$ cat src/rtl/i2c_pkg.sv
// Shared types and constants for the I2C register slave.
package i2c_pkg;

   localparam logic [6:0] DefSlaveAddr = 7'h14;

   typedef enum logic [3:0] {
      StIdle,
      StAddr,
      StAddrAck,
      StPtr,
      StPtrAck,
      StWr,
      StWrAck,
      StRd,
      StRdAck,
      StWaitStop
   } state_e;

   typedef enum logic [1:0] {
      EvNone,
      EvStart,
      EvStop
   } bus_ev_e;

endpackage

$ cat src/rtl/i2c_line_filter.sv
// Synchronises and glitch-filters SCL/SDA, then derives SCL edges and START/STOP events.
module i2c_line_filter
   import i2c_pkg::*;
#(
   parameter int unsigned FILT = 3
) (
   input  logic    clk,
   input  logic    rst_n,
   input  logic    scl_i,
   input  logic    sda_i,
   output logic    sda,
   output logic    scl_rise,
   output logic    scl_fall,
   output bus_ev_e ev
);

   logic [1:0] scl_sync, sda_sync;
   logic [2:0] scl_cnt, sda_cnt;
   logic       scl_f, sda_f, scl_p, sda_p;

   // A level is accepted only after FILT consecutive samples disagree with the current one.
   always_ff @(posedge clk or negedge rst_n) begin
      if (!rst_n) begin
         scl_sync <= 2'b11;
         sda_sync <= 2'b11;
         scl_cnt  <= '0;
         sda_cnt  <= '0;
         scl_f    <= 1'b1;
         sda_f    <= 1'b1;
         scl_p    <= 1'b1;
         sda_p    <= 1'b1;
      end else begin
         scl_sync <= {scl_sync[0], scl_i};
         sda_sync <= {sda_sync[0], sda_i};
         if (scl_sync[1] == scl_f) begin
            scl_cnt <= '0;
         end else if (scl_cnt == 3'(FILT - 1)) begin
            scl_f   <= scl_sync[1];
            scl_cnt <= '0;
         end else begin
            scl_cnt <= scl_cnt + 3'd1;
         end
         if (sda_sync[1] == sda_f) begin
            sda_cnt <= '0;
         end else if (sda_cnt == 3'(FILT - 1)) begin
            sda_f   <= sda_sync[1];
            sda_cnt <= '0;
         end else begin
            sda_cnt <= sda_cnt + 3'd1;
         end
         scl_p <= scl_f;
         sda_p <= sda_f;
      end
   end

   assign sda      = sda_f;
   assign scl_rise = scl_f & ~scl_p;
   assign scl_fall = ~scl_f & scl_p;

   always_comb begin
      ev = EvNone;
      if (scl_f && scl_p) begin
         if (sda_p && !sda_f) ev = EvStart;
         else if (!sda_p && sda_f) ev = EvStop;
      end
   end

endmodule

$ cat src/rtl/i2c_reg_slave.sv
// I2C slave exposing NREG byte registers with an auto-incrementing pointer.
module i2c_reg_slave
   import i2c_pkg::*;
#(
   parameter logic [6:0]  SLAVE_ADDR = DefSlaveAddr,
   parameter int unsigned NREG       = 8,
   parameter int unsigned FILT       = 3
) (
   input  logic                    clk,
   input  logic                    rst_n,
   input  logic                    scl_i,
   input  logic                    sda_i,
   output logic                    sda_oe,
   output logic                    wr_valid,
   output logic [$clog2(NREG)-1:0] wr_idx,
   output logic [7:0]              wr_data,
   output logic [8*NREG-1:0]       regs_o,
   output logic                    busy
);

   localparam int unsigned PW = $clog2(NREG);

   logic          sda, scl_rise, scl_fall;
   bus_ev_e       ev;
   state_e        state;
   logic [3:0]    cnt;
   logic [6:0]    sh;
   logic          rw, mack;
   logic [PW-1:0] ptr, ptr_nxt, ptr_mod;
   logic [7:0]    regs [NREG];
   logic [7:0]    rx_byte;

   i2c_line_filter #(
      .FILT(FILT)
   ) u_filter (
      .clk     (clk),
      .rst_n   (rst_n),
      .scl_i   (scl_i),
      .sda_i   (sda_i),
      .sda     (sda),
      .scl_rise(scl_rise),
      .scl_fall(scl_fall),
      .ev      (ev)
   );

   assign rx_byte = {sh, sda};
   assign ptr_nxt = (ptr == PW'(NREG - 1)) ? '0 : ptr + 1'b1;
   assign ptr_mod = PW'(32'(rx_byte) % NREG);

   for (genvar k = 0; k < NREG; k++) begin : g_regs
      assign regs_o[8*k +: 8] = regs[k];
   end

   // ACK states: first SCL fall drives ACK, second SCL fall releases and moves on.
   always_ff @(posedge clk or negedge rst_n) begin
      if (!rst_n) begin
         state    <= StIdle;
         sda_oe   <= 1'b0;
         wr_valid <= 1'b0;
         wr_idx   <= '0;
         wr_data  <= '0;
         busy     <= 1'b0;
         ptr      <= '0;
         cnt      <= '0;
         sh       <= '0;
         rw       <= 1'b0;
         mack     <= 1'b0;
         for (int k = 0; k < NREG; k++) regs[k] <= '0;
      end else begin
         wr_valid <= 1'b0;
         if (ev == EvStart) begin
            state  <= StAddr;
            cnt    <= '0;
            sda_oe <= 1'b0;
            mack   <= 1'b0;
         end else if (ev == EvStop) begin
            state  <= StIdle;
            cnt    <= '0;
            sda_oe <= 1'b0;
            busy   <= 1'b0;
            mack   <= 1'b0;
         end else begin
            case (state)
               StAddr, StPtr, StWr: begin
                  if (scl_rise) begin
                     sh  <= rx_byte[6:0];
                     cnt <= cnt + 4'd1;
                     if (cnt == 4'd7) begin
                        cnt <= '0;
                        if (state == StAddr) begin
                           if (rx_byte[7:1] == SLAVE_ADDR) begin
                              rw    <= rx_byte[0];
                              busy  <= 1'b1;
                              state <= StAddrAck;
                           end else begin
                              busy  <= 1'b0;
                              state <= StWaitStop;
                           end
                        end else if (state == StPtr) begin
                           ptr   <= ptr_mod;
                           state <= StPtrAck;
                        end else begin
                           regs[ptr] <= rx_byte;
                           wr_valid  <= 1'b1;
                           wr_idx    <= ptr;
                           wr_data   <= rx_byte;
                           ptr       <= ptr_nxt;
                           state     <= StWrAck;
                        end
                     end
                  end
               end
               StAddrAck, StPtrAck, StWrAck: begin
                  if (scl_fall) begin
                     cnt <= '0;
                     if (!sda_oe) begin
                        sda_oe <= 1'b1;
                     end else if (state == StAddrAck && rw) begin
                        sh     <= regs[ptr][6:0];
                        sda_oe <= ~regs[ptr][7];
                        state  <= StRd;
                     end else begin
                        sda_oe <= 1'b0;
                        state  <= (state == StAddrAck) ? StPtr : StWr;
                     end
                  end
               end
               StRd: begin
                  if (scl_rise) begin
                     cnt <= cnt + 4'd1;
                  end else if (scl_fall) begin
                     if (cnt == 4'd8) begin
                        sda_oe <= 1'b0;
                        cnt    <= '0;
                        state  <= StRdAck;
                     end else begin
                        sda_oe <= ~sh[6];
                        sh     <= {sh[5:0], 1'b0};
                     end
                  end
               end
               StRdAck: begin
                  if (scl_rise) begin
                     if (sda) begin
                        busy  <= 1'b0;
                        state <= StWaitStop;
                     end else begin
                        mack <= 1'b1;
                        ptr  <= ptr_nxt;
                     end
                  end else if (scl_fall && mack) begin
                     mack   <= 1'b0;
                     sh     <= regs[ptr][6:0];
                     sda_oe <= ~regs[ptr][7];
                     cnt    <= '0;
                     state  <= StRd;
                  end
               end
               default: ;
            endcase
         end
      end
   end

endmodule

$ cat config.mk
export PLATFORM = sky130hd
export DESIGN_NAME = i2c_reg_slave
export DESIGN_NICKNAME = d
export VERILOG_FILES = /design/src/rtl/i2c_pkg.sv /design/src/rtl/i2c_line_filter.sv /design/src/rtl/i2c_reg_slave.sv
export SDC_FILE = /design/constraint.sdc
export NUM_CORES = 1
export LEC_CHECK = 0
export BUFFER_PORTS_ARGS = -buffer_cell sky130_fd_sc_hd__clkbuf_2
export CAP_MARGIN = 20
export CORE_ASPECT_RATIO = 1.1
export CORE_UTILIZATION = 40
export DETAILED_ROUTE_END_ITERATION = 16
export MAX_ROUTING_LAYER = met4
export SYNTH_ARGS = -nofsm -noshare
export SYNTH_HDL_FRONTEND = slang
export SYNTH_SLANG_ARGS = --single-unit
$ cat constraint.sdc
create_clock -name clk -period 3.8 [get_ports clk]
set_input_delay 0.76 -clock clk [delete_from_list [all_inputs] [get_ports clk]]
set_output_delay 0.76 -clock clk [all_outputs]
set_load 0.02 [all_outputs]
==> impl_metrics.ini, run 1 <==
[outcome]
status = completed

[drt]
vias = 4098
drt-initial-drc-count = 251
routedWlPerCell_um = 19.8
drt-total-wl_um = 14600
drc = 0
ant_nets = 0
viasPerCell = 5.58
drtPass1Iterations = 4

[sta]
tns_ns = 0
rsz0062_at_grt = no
fin_skew_ns = 0.00769
fmax_ghz = 0.310
finalSetupViolCount = 0
slew_viol_final = 0
min_period_over_period_pct = 85.0
final_hold_viol_count = 0
fin_crit_ns = 3.23
tightest_slew_ns = 0.988
slew_headroom_pct = 34.1

[finish]
design_area_sq_um = 6640
nets = 555
n_antenna_cell = 0
syn2layout_area_growth_pct = 14.6
drive_gt1_share_pct = 40.8

[clock_tree]
cts_tree = done
cts_buffers = 9
root_buffer = clkbuf_16
cts.sinks = 112
post_cts_resized = 0
cts_setup_buffers = 0
insertion_delay_ns = 0.35
clockBufferDepth = 2
hold_buffers = 0
path_clk_slew_ns = 0.07
htree_levels = 3

[worst_setup_path]
crit_top_cell = nand2_1
criticalPathCategory = reg2reg
crit_family = simple AND/OR/NAND/NOR gates
path_max_fanout = 12
crit_path_end_kind = register
critPathMaxStageDelay_ns = 0.58
cp_data_required_time_ns = 4.04
slowest_stage = dfstp_2
path_buf_inv = 2
startpoint_type = register
cp.arrival_ns = 3.47
cp_cell_sequence = ha_1, nand2_1, nor2_1, inv_1, ha_1, nand2_1, nor4_4, buf_4, and2_0, nand2_1, mux2_2

[synth]
ys_types = 65
synth-seq-cells = 112
seq_area_frac_synth_pct = 48.5
synth_top_family_by_area = multiplexers
async_flop_share_pct = 100
muxShareOfSynthArea_pct = 25.5
synthTopCellsByCount = 104 x dfrtp_1, 90 x mux2_2, 33 x nand2_1, 23 x mux2i_1, 19 x o21ai_0
yosysTopAreaCell = dfrtp_1
synth_edf_count = 0
syn_inst = 475
syn_nets = 488
synth_simple_gate_area_share_pct = 11.5
synthAdderAreaFrac_pct = 1.94
synth_xor_xnor_area_share_pct = 0.756
synth_compound_gate_area_share_pct = 8.27
netlist.area_leader.share_pct = 44.9
syn-cell-area_sq_um = 5790
yosysMostFrequentCell = dfrtp_1
syn-mean-instance-area_sq_um = 12.2
ys_top_cells_by_area = dfrtp_1 45%, mux2_2 17%, mux2i_1 4.0%
yosys_warnings = 0
ys.flop_type = dfrtp_1

[floorplanning]
start_util_pct = 41.5
ios = 82
dieArea_sq_um = 15000
die_h_um = 128
core_area_sq_um = 14000
row_count = 45
die_x_um = 117

[global_route]
grtUsageTotal_pct = 21.5
grt-ovfl-total = 0
grt_first_pass_wirelength_um = 23000
antenna_found_initial = 0
grt_pass1_vias = 4073
grt_max_degree = 59

[placed_design]
dp_hpwl_um = 10000
placed_cell_area_sq_um = 6350
portBuffers = 81
routabilityCongestion = 0.920

[run]
maxCapViolCount = 0

[pwr]
powerDensity_nw_per_um2 = 576
ir_drop_v = 0.000254
p_leak_uw = 0.00318

[worst_hold_path]
hold_path.class = reg2reg
metal layers:
layer	global-route usage [%]	vias to the layer above	wire length, um	part of all wire, %
li1	-	1869	-	-
met1	27.3	2088	6190	43
met2	34.6	117	7350	51
met3	3.74	24	648	4.5
met4	7.67	0	367	2.5
met5	-	-	0	0
placed cells by master, fill, tap and decap left out, types with 4 or more instances in the layout:
| cell type | n |
|---|---|
| a21oi_1 | 14 |
| a22oi_1 | 9 |
| buf_4 | 10 |
| clkbuf_1 | 4 |
| clkbuf_16 | 9 |
| clkbuf_2 | 80 |
| dfrtp_1 | 104 |
| dfstp_2 | 8 |
| ha_1 | 9 |
| inv_1 | 13 |
| mux2_2 | 90 |
| mux2i_1 | 23 |
| mux4_2 | 10 |
| nand2_1 | 33 |
| nand2b_1 | 4 |
| nor2_1 | 16 |
| nor2b_1 | 8 |
| nor3_1 | 5 |
| o211ai_1 | 4 |
| o21ai_0 | 19 |
| o31ai_1 | 5 |
layout make-up:
cell class	instances	area (sq um)
repair buffers	90	475
flip-flops and latches	112	2810
fillers	1344	7330
multi-input cells	316	2780
inverters	13	48.8
well taps	188	235
clock buffers	13	240
clock inverters	3	45.0
metrics by stage:
step                      power [uW]  util, %  std cells  worst slack [ns]  hold WS, ns
final                           3830     47.5        735             0.571        0.357
after global routing            4040     47.5        735             0.327        0.364
after CTS                       3840     47.5        735             0.560        0.358
after detailed placement        2900     45.5        719             0.583        0.348
after global placement          2880     45.5        719             0.642        0.346
after floorplan                 2570        -        475             0.622        0.345
where the power goes:
part	switching (uW)	leakage, uW	internal [uW]	total [uW]
sequential	328	0.00151	1330	1660
clock	420	0.000130	513	933
combinational	689	0.00154	544	1230
logic make-up (layout without fill, tap and decap cells):
kind of cell	Yosys count	after routing
AOI/OAI and AO/OA	72	72
xor gates and xnor gates	5	5
adders and majority gates	9	9
buffers and inverters	47	119
DFF	112	112
muxes	124	124
and+or+nand+nor	106	106
state kept, by name, indices dropped and copies added, names as in the netlist, 2 cells and up:
name and count:
cnt 4, u_filter.sda_sync 2, u_filter.scl_sync 2, sh 7, wr_data 8, state 4, u_filter.scl_cnt 3, u_filter.sda_cnt 3
regs_o 64, ptr 3, wr_idx 3
worst paths after layout:
| path | start | endpoint | slack (ns) | cells past startpoint |
|---|---|---|---|---|
| max in group asynchronous | rst_n | regs_o[57]$_DFFE_PN0P_ | 2.44 | 2 |
| hold reg to reg | u_filter.scl_sync[0]$_DFF_PN1_ | u_filter.scl_sync[1]$_DFF_PN1_ | 0.36 | 0 |
| setup reg to reg | u_filter.scl_f$_DFFE_PN1P_ | regs_o[10]$_DFFE_PN0P_ | 0.57 | 11 |
| hold / removal | u_filter.scl_sync[0]$_DFF_PN1_ | u_filter.scl_sync[1]$_DFF_PN1_ | 0.36 | 0 |
| setup / recovery | u_filter.scl_f$_DFFE_PN1P_ | regs_o[10]$_DFFE_PN0P_ | 0.57 | 11 |
| min in group asynchronous | rst_n | u_filter.sda_cnt[2]$_DFF_PN0_ | 0.46 | 1 |
(Power assumes the default switching activity.)
==> run 2, diff against run 1 <==
==> constraint.sdc (replaced) <==
create_clock -name clk -period 2.7 [get_ports clk]
set_input_delay 0.54 -clock clk [delete_from_list [all_inputs] [get_ports clk]]
set_output_delay 0.54 -clock clk [all_outputs]
set_load 0.02 [all_outputs]
==> run 2 against run 1 <==
  * Core utilization increased by 3.2 points
  * Total power increased by 49%
  * Global-route usage increased by 1.5 points
  * Highest routed layer unchanged
==> impl_metrics.ini, run 2 (synthesized netlist as in run 1, its figures left out) <==
[finish]
n_antenna_cell = 0
drive_gt1_share_pct = 47.4
nets = 592
layout_commonest_cell = dfrtp_1
final_cell_mix = 104 x dfrtp_1, 80 x clkbuf_2, 74 x mux2_2
fillCellCount = 1287
largest_reg_flops = 64
syn2layout_area_growth_pct = 22.3

[pwr]
ir_drop_v = 0.000374
total_power_uw = 5680
powerDensity_nw_per_um2 = 802
p_leak_uw = 0.00342

[drt]
drt-initial-drc-count = 224
routedWlPerCell_um = 19.9
ant_nets = 0
vias = 4289
viasPerCell = 5.56
drtPass1Iterations = 6
drt-total-wl_um = 15400
drc = 0

[sta]
fin_crit_ns = 2.65
final_hold_viol_count = 0
slew_headroom_pct = 35.1
setup_ws_ns = 0.0545
fin_skew_ns = 0.00417
tightest_slew_ns = 0.973
tns_ns = 0
rsz0062_at_grt = yes
finalSetupViolCount = 0
fmax_ghz = 0.378
holdWs_ns = 0.138
min_period_over_period_pct = 98.0
slew_viol_final = 0

[clock_tree]
clockBufferDepth = 2
cts.sinks = 112
htree_levels = 3
cts_buffers = 9
cts_tree = done
insertion_delay_ns = 0.35
path_clk_slew_ns = 0.07
root_buffer = clkbuf_16

[global_route]
grt_pass1_vias = 4469
grtUsageTotal_pct = 23.0
antenna_found_initial = 0
grt_first_pass_wirelength_um = 24800
grt-ovfl-total = 0
grt_max_degree = 69

[floorplanning]
start_util_pct = 41.5
ios = 82
die_h_um = 128
dieArea_sq_um = 15000
core_area_sq_um = 14000
die_x_um = 117
row_count = 45

[worst_setup_path]
crit_path_end_kind = register
cp_data_required_time_ns = 2.93
cp.arrival_ns = 2.88
startpoint_type = register
critPathMaxStageDelay_ns = 0.57
cp_cell_sequence = ha_4, and3b_2, inv_1, ha_2, or2_4, or4b_4, o211ai_1, nor4_2, a221o_1
criticalPathCategory = reg2reg
slowest_stage = dfstp_2
path_max_fanout = 5

[placed_design]
dpl_worst_slack_ns = -0.0756
routabilityCongestion = 0.871
dp_hpwl_um = 11000
portBuffers = 81

[run]
maxCapViolCount = 0

[worst_hold_path]
hold_path.class = in2async

[outcome]
status = completed
run 2: cell types whose count changed in the layout (fill, tap and decap cells not counted), sizes merged:
cell	before	now
clkinv	0	2
buf	10	47
inv	13	15
clkbuf	93	92
clkinvlp	2	0
bufinv	1	0
run 2: cell type report:
class	count	area [sq um]	area share, %
well taps	188	235	3.32
clock inverters	4	27.5	0.389
repair buffers	127	788	11.1
inverters	13	48.8	0.689
flip-flops and latches	112	2810	39.7
clock buffers	12	246	3.48
multi-input cells	316	2930	41.3
run 2: what timing repair did:
action	in CTS	in global routing
setup endpoints to repair	32	72
hold buffers	0	0
pin swaps	0	7
resized for setup	5	34
buffers inserted	1	3
run 2: where the power goes:
group | switching [uW] | internal (uW)
Sequential | 336 | 1880
Combinational | 1230 | 998
Clock | 589 | 656
run 2: per-stage QoR:
stage / util [%] / std cells / area [sq um]
CTS: 49.7 / 769 / 6930
detailed placement: 47.6 / 752 / 6640
finish: 50.7 / 772 / 7080
global route: 50.7 / 772 / 7080
global placement: 47.6 / 752 / 6640
floorplan: - / 475 / 5860
run 2: worst max-delay path, delay by kind of cell (launching register included):
kind                     cells  cell delay [ns]
adder cells (fa/ha/maj)      2             0.35
AO/OA/AOI/OAI                2             0.46
buffers and inverters        1             0.05
flip-flops                   1             0.57
AND/OR/NAND/NOR              4             1.10
run 2: worst paths after layout:
check,from,to,slack (ns),depth (start not counted)
min in group clk,sda_i,u_filter.sda_sync[0]$_DFF_PN1_,0.27,1
worst max-delay path,u_filter.scl_p$_DFF_PN1_,cnt[3]$_DFFE_PN0P_,0.05,9
worst min-delay path,rst_n,cnt[3]$_DFFE_PN0P_,0.14,1
worst min register to register,u_filter.scl_sync[0]$_DFF_PN1_,u_filter.scl_sync[1]$_DFF_PN1_,0.36,0
max in group asynchronous,rst_n,u_filter.sda_sync[0]$_DFF_PN1_,1.83,2
worst max register to register,u_filter.scl_p$_DFF_PN1_,cnt[3]$_DFFE_PN0P_,0.05,9
run 2: per-layer routing:
metal | track usage, % | vias to the layer above | share of wire, %
met5 | - | - | 0
met4 | 9.23 | 0 | 2.6
met3 | 3.22 | 22 | 3.4
met2 | 37.0 | 128 | 51
met1 | 29.1 | 2195 | 43
li1 | - | 1944 | -
